--- src/rtl/keymill_pkg.sv ---
// Shared keymill coprocessor types and constants.
// The FIFO and the burst reader both take their word width from here.
package keymill_pkg;

  localparam int KM_DATA_W = 32;

  typedef enum logic [1:0] {
    IDLE  = 2'd0,
    RUN   = 2'd1,
    DRAIN = 2'd2,
    DONE  = 2'd3
  } km_state_t;

endpackage : keymill_pkg

--- src/rtl/keymill_fifo_reader.sv ---
// Burst reader: pops burst_len words from a show-ahead FIFO into a registered
// valid/ready output stage, with starvation timeout and completion reporting.
module keymill_fifo_reader
  import keymill_pkg::*;
#(
  parameter int DATA_W  = KM_DATA_W,
  parameter int LEN_W   = 8,
  parameter int TIMEOUT = 255
) (
  input  logic              clk,
  input  logic              rst,
  input  logic              start,
  input  logic [LEN_W-1:0]  burst_len,
  input  logic [DATA_W-1:0] fifo_data,
  input  logic              fifo_empty,
  output logic              fifo_rd_en,
  output logic [DATA_W-1:0] out_data,
  output logic              out_valid,
  input  logic              out_ready,
  output logic              busy,
  output logic              done,
  output logic              err,
  output logic [LEN_W-1:0]  words_sent
);

  localparam int STARVE_W = (TIMEOUT < 2) ? 1 : $clog2(TIMEOUT + 1);

  km_state_t            state, state_nxt;
  logic [LEN_W-1:0]     rem;
  logic [STARVE_W-1:0]  starve_cnt;
  logic [STARVE_W-1:0]  starve_inc;

  logic start_go;
  logic pop;
  logic accept;
  logic starved;
  logic timeout_hit;

  // NOTE: every signal driven here gets a default first, so no path leaves a
  // value unassigned and no latch is inferred.
  always_comb begin
    start_go    = 1'b0;
    pop         = 1'b0;
    accept      = 1'b0;
    starved     = 1'b0;
    timeout_hit = 1'b0;
    starve_inc  = starve_cnt + 1'b1;
    state_nxt   = state;

    start_go = (state == IDLE) && start;
    accept   = out_valid && out_ready;
    pop      = (state == RUN) && (rem != '0) && !fifo_empty &&
               (!out_valid || out_ready);
    starved  = (state == RUN) && (rem != '0) && fifo_empty;
    if (TIMEOUT != 0)
      timeout_hit = starved && (starve_inc == STARVE_W'(TIMEOUT));

    unique case (state)
      IDLE: begin
        if (start)
          state_nxt = (burst_len != '0) ? RUN : DONE;
      end
      RUN: begin
        // The final pop and a timeout both hand over to DRAIN so the word
        // still sitting in the output register is delivered.
        if (timeout_hit || (pop && rem == LEN_W'(1)))
          state_nxt = DRAIN;
      end
      DRAIN: begin
        if (!out_valid || out_ready)
          state_nxt = DONE;
      end
      DONE:    state_nxt = IDLE;
      default: state_nxt = IDLE;
    endcase
  end

  assign fifo_rd_en = pop;

  // NOTE: state is updated with non-blocking assignments so every flop samples
  // pre-edge values regardless of process evaluation order.
  always_ff @(posedge clk or negedge rst) begin
    if (!rst) begin
      state <= IDLE;
      busy  <= 1'b0;
      done  <= 1'b0;
    end else begin
      state <= state_nxt;
      busy  <= (state_nxt == RUN) || (state_nxt == DRAIN);
      done  <= (state_nxt == DONE);
    end
  end

  // Output register: a pop always wins over an accept so back-to-back words
  // keep out_valid high with the new word.
  always_ff @(posedge clk or negedge rst) begin
    if (!rst) begin
      out_data  <= '0;
      out_valid <= 1'b0;
    end else if (pop) begin
      out_data  <= fifo_data;
      out_valid <= 1'b1;
    end else if (accept) begin
      out_valid <= 1'b0;
    end
  end

  always_ff @(posedge clk or negedge rst) begin
    if (!rst) begin
      rem        <= '0;
      starve_cnt <= '0;
      err        <= 1'b0;
      words_sent <= '0;
    end else begin
      if (start_go && burst_len != '0)
        rem <= burst_len;
      else if (pop)
        rem <= rem - 1'b1;

      if (start_go || pop)
        starve_cnt <= '0;
      else if (starved)
        starve_cnt <= starve_inc;

      if (start_go)
        err <= 1'b0;
      else if (timeout_hit)
        err <= 1'b1;

      if (start_go)
        words_sent <= '0;
      else if (accept && words_sent != '1)
        words_sent <= words_sent + 1'b1;
    end
  end

endmodule : keymill_fifo_reader

--- config.mk ---
export PLATFORM = sky130hd
export DESIGN_NAME = keymill_fifo_reader
export DESIGN_NICKNAME = d
export VERILOG_FILES = /design/src/rtl/keymill_pkg.sv /design/src/rtl/keymill_fifo_reader.sv
export SDC_FILE = /design/constraint.sdc
export NUM_CORES = 1
export LEC_CHECK = 0
export ABC_AREA = 1
export CAP_MARGIN = 20
export CELL_PAD_IN_SITES_DETAIL_PLACEMENT = 1
export CELL_PAD_IN_SITES_GLOBAL_PLACEMENT = 1
export CORE_MARGIN = 3
export CORE_UTILIZATION = 31
export DETAILED_ROUTE_END_ITERATION = 10
export HOLD_SLACK_MARGIN = 0.1
export PLACE_DENSITY_LB_ADDON = 0.1
export SETUP_SLACK_MARGIN = 0.15
export SYNTH_ARGS = -nofsm -noshare
export SYNTH_HDL_FRONTEND = slang
export SYNTH_SLANG_ARGS = --single-unit
export TNS_END_PERCENT = 1
--- constraint.sdc ---
create_clock -name clk -period 1.6 [get_ports clk]
set_input_delay 0.32 -clock clk [delete_from_list [all_inputs] [get_ports clk]]
set_output_delay 0.32 -clock clk [all_outputs]
set_load 0.03 [all_outputs]
* Word-level counts from Yosys, hierarchy flattened
Index checks and enable logic that the tools add are counted.
** Storage, ports and cells
- Output and inout port bits :: 45
- Word-level logic and storage cells :: 60
- Register bits after elaboration :: 62
- Bits of input ports :: 45
** Operators by class
- Mux-type cells :: 15
- Reduce and logical (&&, ||, !) cells :: 24
- Add/subtract/negate cells :: 3
- Equal/unequal tests :: 9
** Operators with widths (number)
- $mux W8 :: 6
- $add A8 B1 Y8 const B :: 2
- $reduce_bool A8 Y1 :: 2
- $logic_and A1 B1 Y1 :: 10
- $reduce_bool A2 Y1 :: 5
- $eq A2 B2 Y1 const B :: 4
- $eq A8 B1 Y1 const B :: 1
- $eq A8 B8 Y1 const B :: 1
- $mux W2 :: 4
- $ne A8 B8 Y1 const B :: 1
- $pmux W2 S4 :: 1
- $sub A8 B1 Y8 const B :: 1
- $eq A2 B1 Y1 const B :: 2
- $logic_or A1 B1 Y1 :: 4
- $mux W1 :: 4
- $logic_not A1 Y1 :: 2
- $logic_not A2 Y1 :: 1

* Depth between registers and ports, before layout
- Depth in word-level cells :: 10
- Mapped depth :: 11
- Gate-level depth less buffers :: 11

* Worst setup path before layout
OpenSTA, ideal clock, no wires.
- Kind :: register to register
- From :: register rem[0]
- To :: register busy
- Required time :: 1.474 ns
- Path buffers :: 0
- Arrival :: 1.627 ns
- Library setup time :: 0.126 ns
- Slack :: -0.153 ns
- Stages on the path, launching flop included :: 12
- Clock period less this slack :: 1.753 ns
- Cell sequence :: dfrtp_1 -> inv_1 -> ha_1 -> nand2_2 -> nor2_2 -> nand2_4 -> nand3_2 -> nor2_1 -> nand3_1 -> nand3_1 -> nand2_1 -> ha_1
** Between the ends
- Cells in the longest elaborated chain, start to end :: 10
- Elaborated cells on any way between the ends :: 14
- Those cells by class :: eq/ne: 3; mux: 2; reduce/logical: 9
** RTL lines
- start: declaration :: RTL line keymill_fifo_reader.sv:29 : logic [LEN_W-1:0] rem;
- start signal: assignment :: RTL line keymill_fifo_reader.sv:116 : rem <= burst_len;
- start signal: assignment :: RTL line keymill_fifo_reader.sv:118 : rem <= rem - 1'b1;
- $reduce_bool A8 Y1 :: RTL line keymill_fifo_reader.sv:52, keymill_fifo_reader.sv:54
- $logic_and A1 B1 Y1 :: RTL line keymill_fifo_reader.sv:52, keymill_fifo_reader.sv:54
- $logic_and A1 B1 Y1 (2 in series) :: RTL line keymill_fifo_reader.sv:52 : pop = (state == RUN) && (rem != '0) && !fifo_empty &&
- $logic_and A1 B1 Y1 :: RTL line keymill_fifo_reader.sv:66 : if (timeout_hit || (pop && rem == LEN_W'(1)))
- $logic_or A1 B1 Y1 (*) :: RTL line keymill_fifo_reader.sv:66
- $mux W2 (*) :: RTL line keymill_fifo_reader.sv:66
- $pmux W2 S4 (*) :: RTL line keymill_fifo_reader.sv:58 : unique case (state)
- net state_nxt[0] :: RTL line keymill_fifo_reader.sv:28 : km_state_t state, state_nxt;
- $eq A2 B1 Y1 / $eq A2 B2 Y1 (equally long branches) :: RTL line keymill_fifo_reader.sv:89 : busy <= (state_nxt == RUN) || (state_nxt == DRAIN);
- $logic_or A1 B1 Y1 (*) :: RTL line keymill_fifo_reader.sv:89
- end signal: assignment :: RTL line keymill_fifo_reader.sv:89
- end: declaration :: RTL line keymill_fifo_reader.sv:20 : output logic busy,
Mark *: on every way through the listed nets, which the timed path passes. The rest lies on a longest branch.
A chain may end at the register's enable or synchronous reset.

* Worst setup path in the final report
- From :: register rem[1]
- To :: output port fifo_rd_en
** Between the ends
- Cells in the longest elaborated chain, start to end :: 4
** RTL lines
- $reduce_bool A8 Y1 :: RTL line keymill_fifo_reader.sv:52
- $logic_and A1 B1 Y1 (3 in series) :: RTL line keymill_fifo_reader.sv:52
- end: declaration :: RTL line keymill_fifo_reader.sv:16 : output logic fifo_rd_en,
Every way passes these cells.

==> impl_metrics.toml <==
[timing]
clock_skew_ns = 0.0130
final-setup-viol-count = 4
fmax_ghz = 0.557
max_slew.worst_pin.slew_ns = 0.354
post-route-min-period_ns = 1.80
setup_slack_ns = -0.196
grt_setup_unrepaired = "yes"
final_min_period_over_clock_period_pct = 112
final-max-slew-violation-count = 0
slew_headroom_pct = 76.4
hold_viol_final = 0

[synthesis]
synthesis.instances = 379
synth_compound_area_share_pct = 6.85
synthesis.area_per_instance_um2 = 8.14
synth_nets = 430
post_synthesis_share_of_cell_area_spent_on_full_adders_half_adders_and_majority_gates_pct = 2.43
synthDistinctLibCells = 32
dominantRegCellSynth = "sky130_fd_sc_hd__dfrtp_1"
simple_gate_portion_of_the_synthesized_area_pct = 31.1
synth_seq_area_share_pct = 50.3
synth-edff-count = 0
synth-xor-area-share_pct = 2.84
netlist_area_um2 = 3090
synth_seq_cells = 62
postSynth.asyncResetShare_pct = 100
main_combinational_cell_family_by_area_after_synthesis = "simple AND/OR/NAND/NOR gates"
synth.mux.area_fraction_pct = 0
synth.yosys.warnings = 0

[cts]
clkLatencyLatePin_ns = 0.35
clock_tree.buffer_depth = 2
clk_pin_slew_ns = 0.09
clock_tree.root_cell = "sky130_fd_sc_hd__clkbuf_8"
cts_tree = "built"
numCtsBuffers = 9
clock_sink_count = 62
cts_htree_levels = 3

[power]
power_uw = 9020
powerDensity_nw_per_um2 = 1840
leakage_uw = 0.00242
max-vdd-ir-drop_uv = 740

[global_route]
globalRouteTotalUtil_pct = 17.6
first_global_vias = 3210
grt-ovfl-total = 0
antenna_found_initial = 0
largest_net_degree_at_the_start_of_global_routing = 34
grt_first_pass_wirelength_mm = 15.6

[floorplanning]
core-area_um2 = 9460
ios = 90
start_util_pct = 32.6
floorplan.die_area_um2 = 11200
std_cell_rows = 35
die_width_um = 106
floorplan.die.height_um = 106

[place]
dpl_cell_area_um2 = 4510
gp_routability_congestion = 0.810
portBuffers = 89
placed_wire_length_estimate_after_detailed_placement_mm = 7.31

[final_layout]
syn2layout_area_growth_pct = 59.0
finish.instance_area_um2 = 4910
area.sequential_um2 = 1550
finish.net_count = 578
post_route_cells_drive_above_1_share_pct = 30.6
fillCellCount = 1159
num_antenna_cells = 0
multiInputGateArea_um2 = 1530

[routing]
initialDrtViolationCount = 128
drt-total-wl_mm = 9.47
post_drt_via_cell_ratio = 4.49
post-route-drc-count = 0
detail-route-antenna-nets = 0
drt-pass1-iter-count = 4
avgRoutedWirePerCell_um = 14.3
number_of_vias_in_the_routed_layout = 2966

[worst_setup_path]
critical_path.endpoint_type = "output port"
critical_path_class = "flip-flop to output port"
critical_path.startpoint_type = "flip-flop"
crit_arrival_ns = 1.48
worst_ep_required_time_ns = 1.28
crit_path_max_fanout = 3

[status]
run_status = "complete, but fails checks"
failing_checks = "negative setup slack"

[hold_path]
hp-class = "input port to asynchronous set/reset pin"

[job]
maxcap_violations = 0
## power breakdown
group	switching, uW	internal, uW
clock	702	882
sequential	382	2180
combinational	2960	1910
total	4040	4980
## cell type report
class	instances	area share, %
clock buffers	9	2.52
clock inverters	7	1.99
inverters	33	2.52
multi-input cells	274	31.1
flip-flops and latches	62	31.6
well taps	129	3.29
repair buffers	147	26.9
## critical path, stage by stage, from the launching register on
cell	delay [ns]
sky130_fd_sc_hd__dfrtp_1	0.40
sky130_fd_sc_hd__inv_2	0.08
sky130_fd_sc_hd__ha_4	0.15
sky130_fd_sc_hd__nand2_4	0.05
sky130_fd_sc_hd__nor2_4	0.13
sky130_fd_sc_hd__nand2_4	0.07
sky130_fd_sc_hd__nand2_4	0.07
sky130_fd_sc_hd__nor3_4	0.04
sky130_fd_sc_hd__buf_6	0.13
## layer usage
metal	track usage [%]	wire [um]	vias up	part of all wire (%)
met5	0	0	-	0
met4	6.38	165	0	1.7
met3	4.04	419	12	4.4
met2	31.3	4850	53	51
met1	20.7	4040	1412	43
li1	-	-	1489	-
## per-stage QoR
step	hold slack, ns	utilization, %	setup TNS [ns]	setup WS, ns	cells
floorplan	0.0244	-	-0.235	-0.0897	379
global placement	0.243	47.6	-3.86	-0.218	639
detailed placement	0.243	47.6	-5.56	-0.233	639
CTS	0.405	51.6	-0.452	-0.224	660
global route	0.426	51.9	-1.88	-0.286	661
finish	0.404	51.9	-0.532	-0.196	661
## placed cells by master, fill, tap and decap left out, types with 9 or more instances in the layout
| cell | instances |
|---|---|
| sky130_fd_sc_hd__clkbuf_2 | 12 |
| sky130_fd_sc_hd__o21ai_1 | 14 |
| sky130_fd_sc_hd__nor2_1 | 16 |
| sky130_fd_sc_hd__nand3_1 | 17 |
| sky130_fd_sc_hd__inv_2 | 10 |
| sky130_fd_sc_hd__dfrtp_1 | 61 |
| sky130_fd_sc_hd__nand2_2 | 24 |
| sky130_fd_sc_hd__clkdlybuf4s15_1 | 21 |
| sky130_fd_sc_hd__buf_4 | 46 |
| sky130_fd_sc_hd__inv_1 | 23 |
| sky130_fd_sc_hd__clkbuf_8 | 9 |
| sky130_fd_sc_hd__clkdlybuf4s50_1 | 43 |
| sky130_fd_sc_hd__nand2_1 | 131 |
## repair_timing
action | CTS | global route
hold endpoints to repair | 11 | 0
gates resized for setup | 132 | 53
buffers inserted | 4 | 1
pin swaps | 12 | 10
hold buffers | 1 | 0
setup endpoints to repair | 106 | 95
## cell families (layout without fill, tap and decap cells)
group,Yosys count,after routing
flops,62,62
fa+ha+maj,6,6
compound gates,36,36
xor+xnor,10,10
buf+inv,43,196
simple gates,222,222
## path summary, 6_finish.rpt
check | startpoint | endpoint | slack, ns | depth (start not counted)
max in group asynchronous | rst | rem[5] | 0.55 | 4
worst max-delay path | rem[1] | fifo_rd_en | -0.20 | 8
min in group clk | out_data[3] | out_data[3] | 0.47 | 2
worst max register to register | rem[1] | busy | -0.18 | 12
worst min register to register | out_data[3] | out_data[3] | 0.47 | 2
worst min-delay path | rst | err | 0.40 | 2
## synthesized netlist by cell type, types with 4 or more instances
| library cell | n | area, um2 |
|---|---|---|
| sky130_fd_sc_hd__a21oi_1 | 9 | 45.0 |
| sky130_fd_sc_hd__dfrtp_1 | 62 | 1550 |
| sky130_fd_sc_hd__ha_1 | 6 | 75.1 |
| sky130_fd_sc_hd__inv_1 | 29 | 109 |
| sky130_fd_sc_hd__inv_2 | 4 | 15.0 |
| sky130_fd_sc_hd__nand2_1 | 149 | 559 |
| sky130_fd_sc_hd__nand2_2 | 11 | 68.8 |
| sky130_fd_sc_hd__nand3_1 | 22 | 110 |
| sky130_fd_sc_hd__nand4_1 | 6 | 37.5 |
| sky130_fd_sc_hd__nor2_1 | 23 | 86.3 |
| sky130_fd_sc_hd__o21ai_0 | 15 | 75.1 |
| sky130_fd_sc_hd__xor2_1 | 8 | 70.1 |
## registers in the layout, summed over array words and instances, names as in the netlist
name,flops
out_data,32
rem,8
starve_cnt,8
words_sent,8
state,2
busy,1
done,1
err,1
out_valid,1
(Power assumes the default switching activity.)
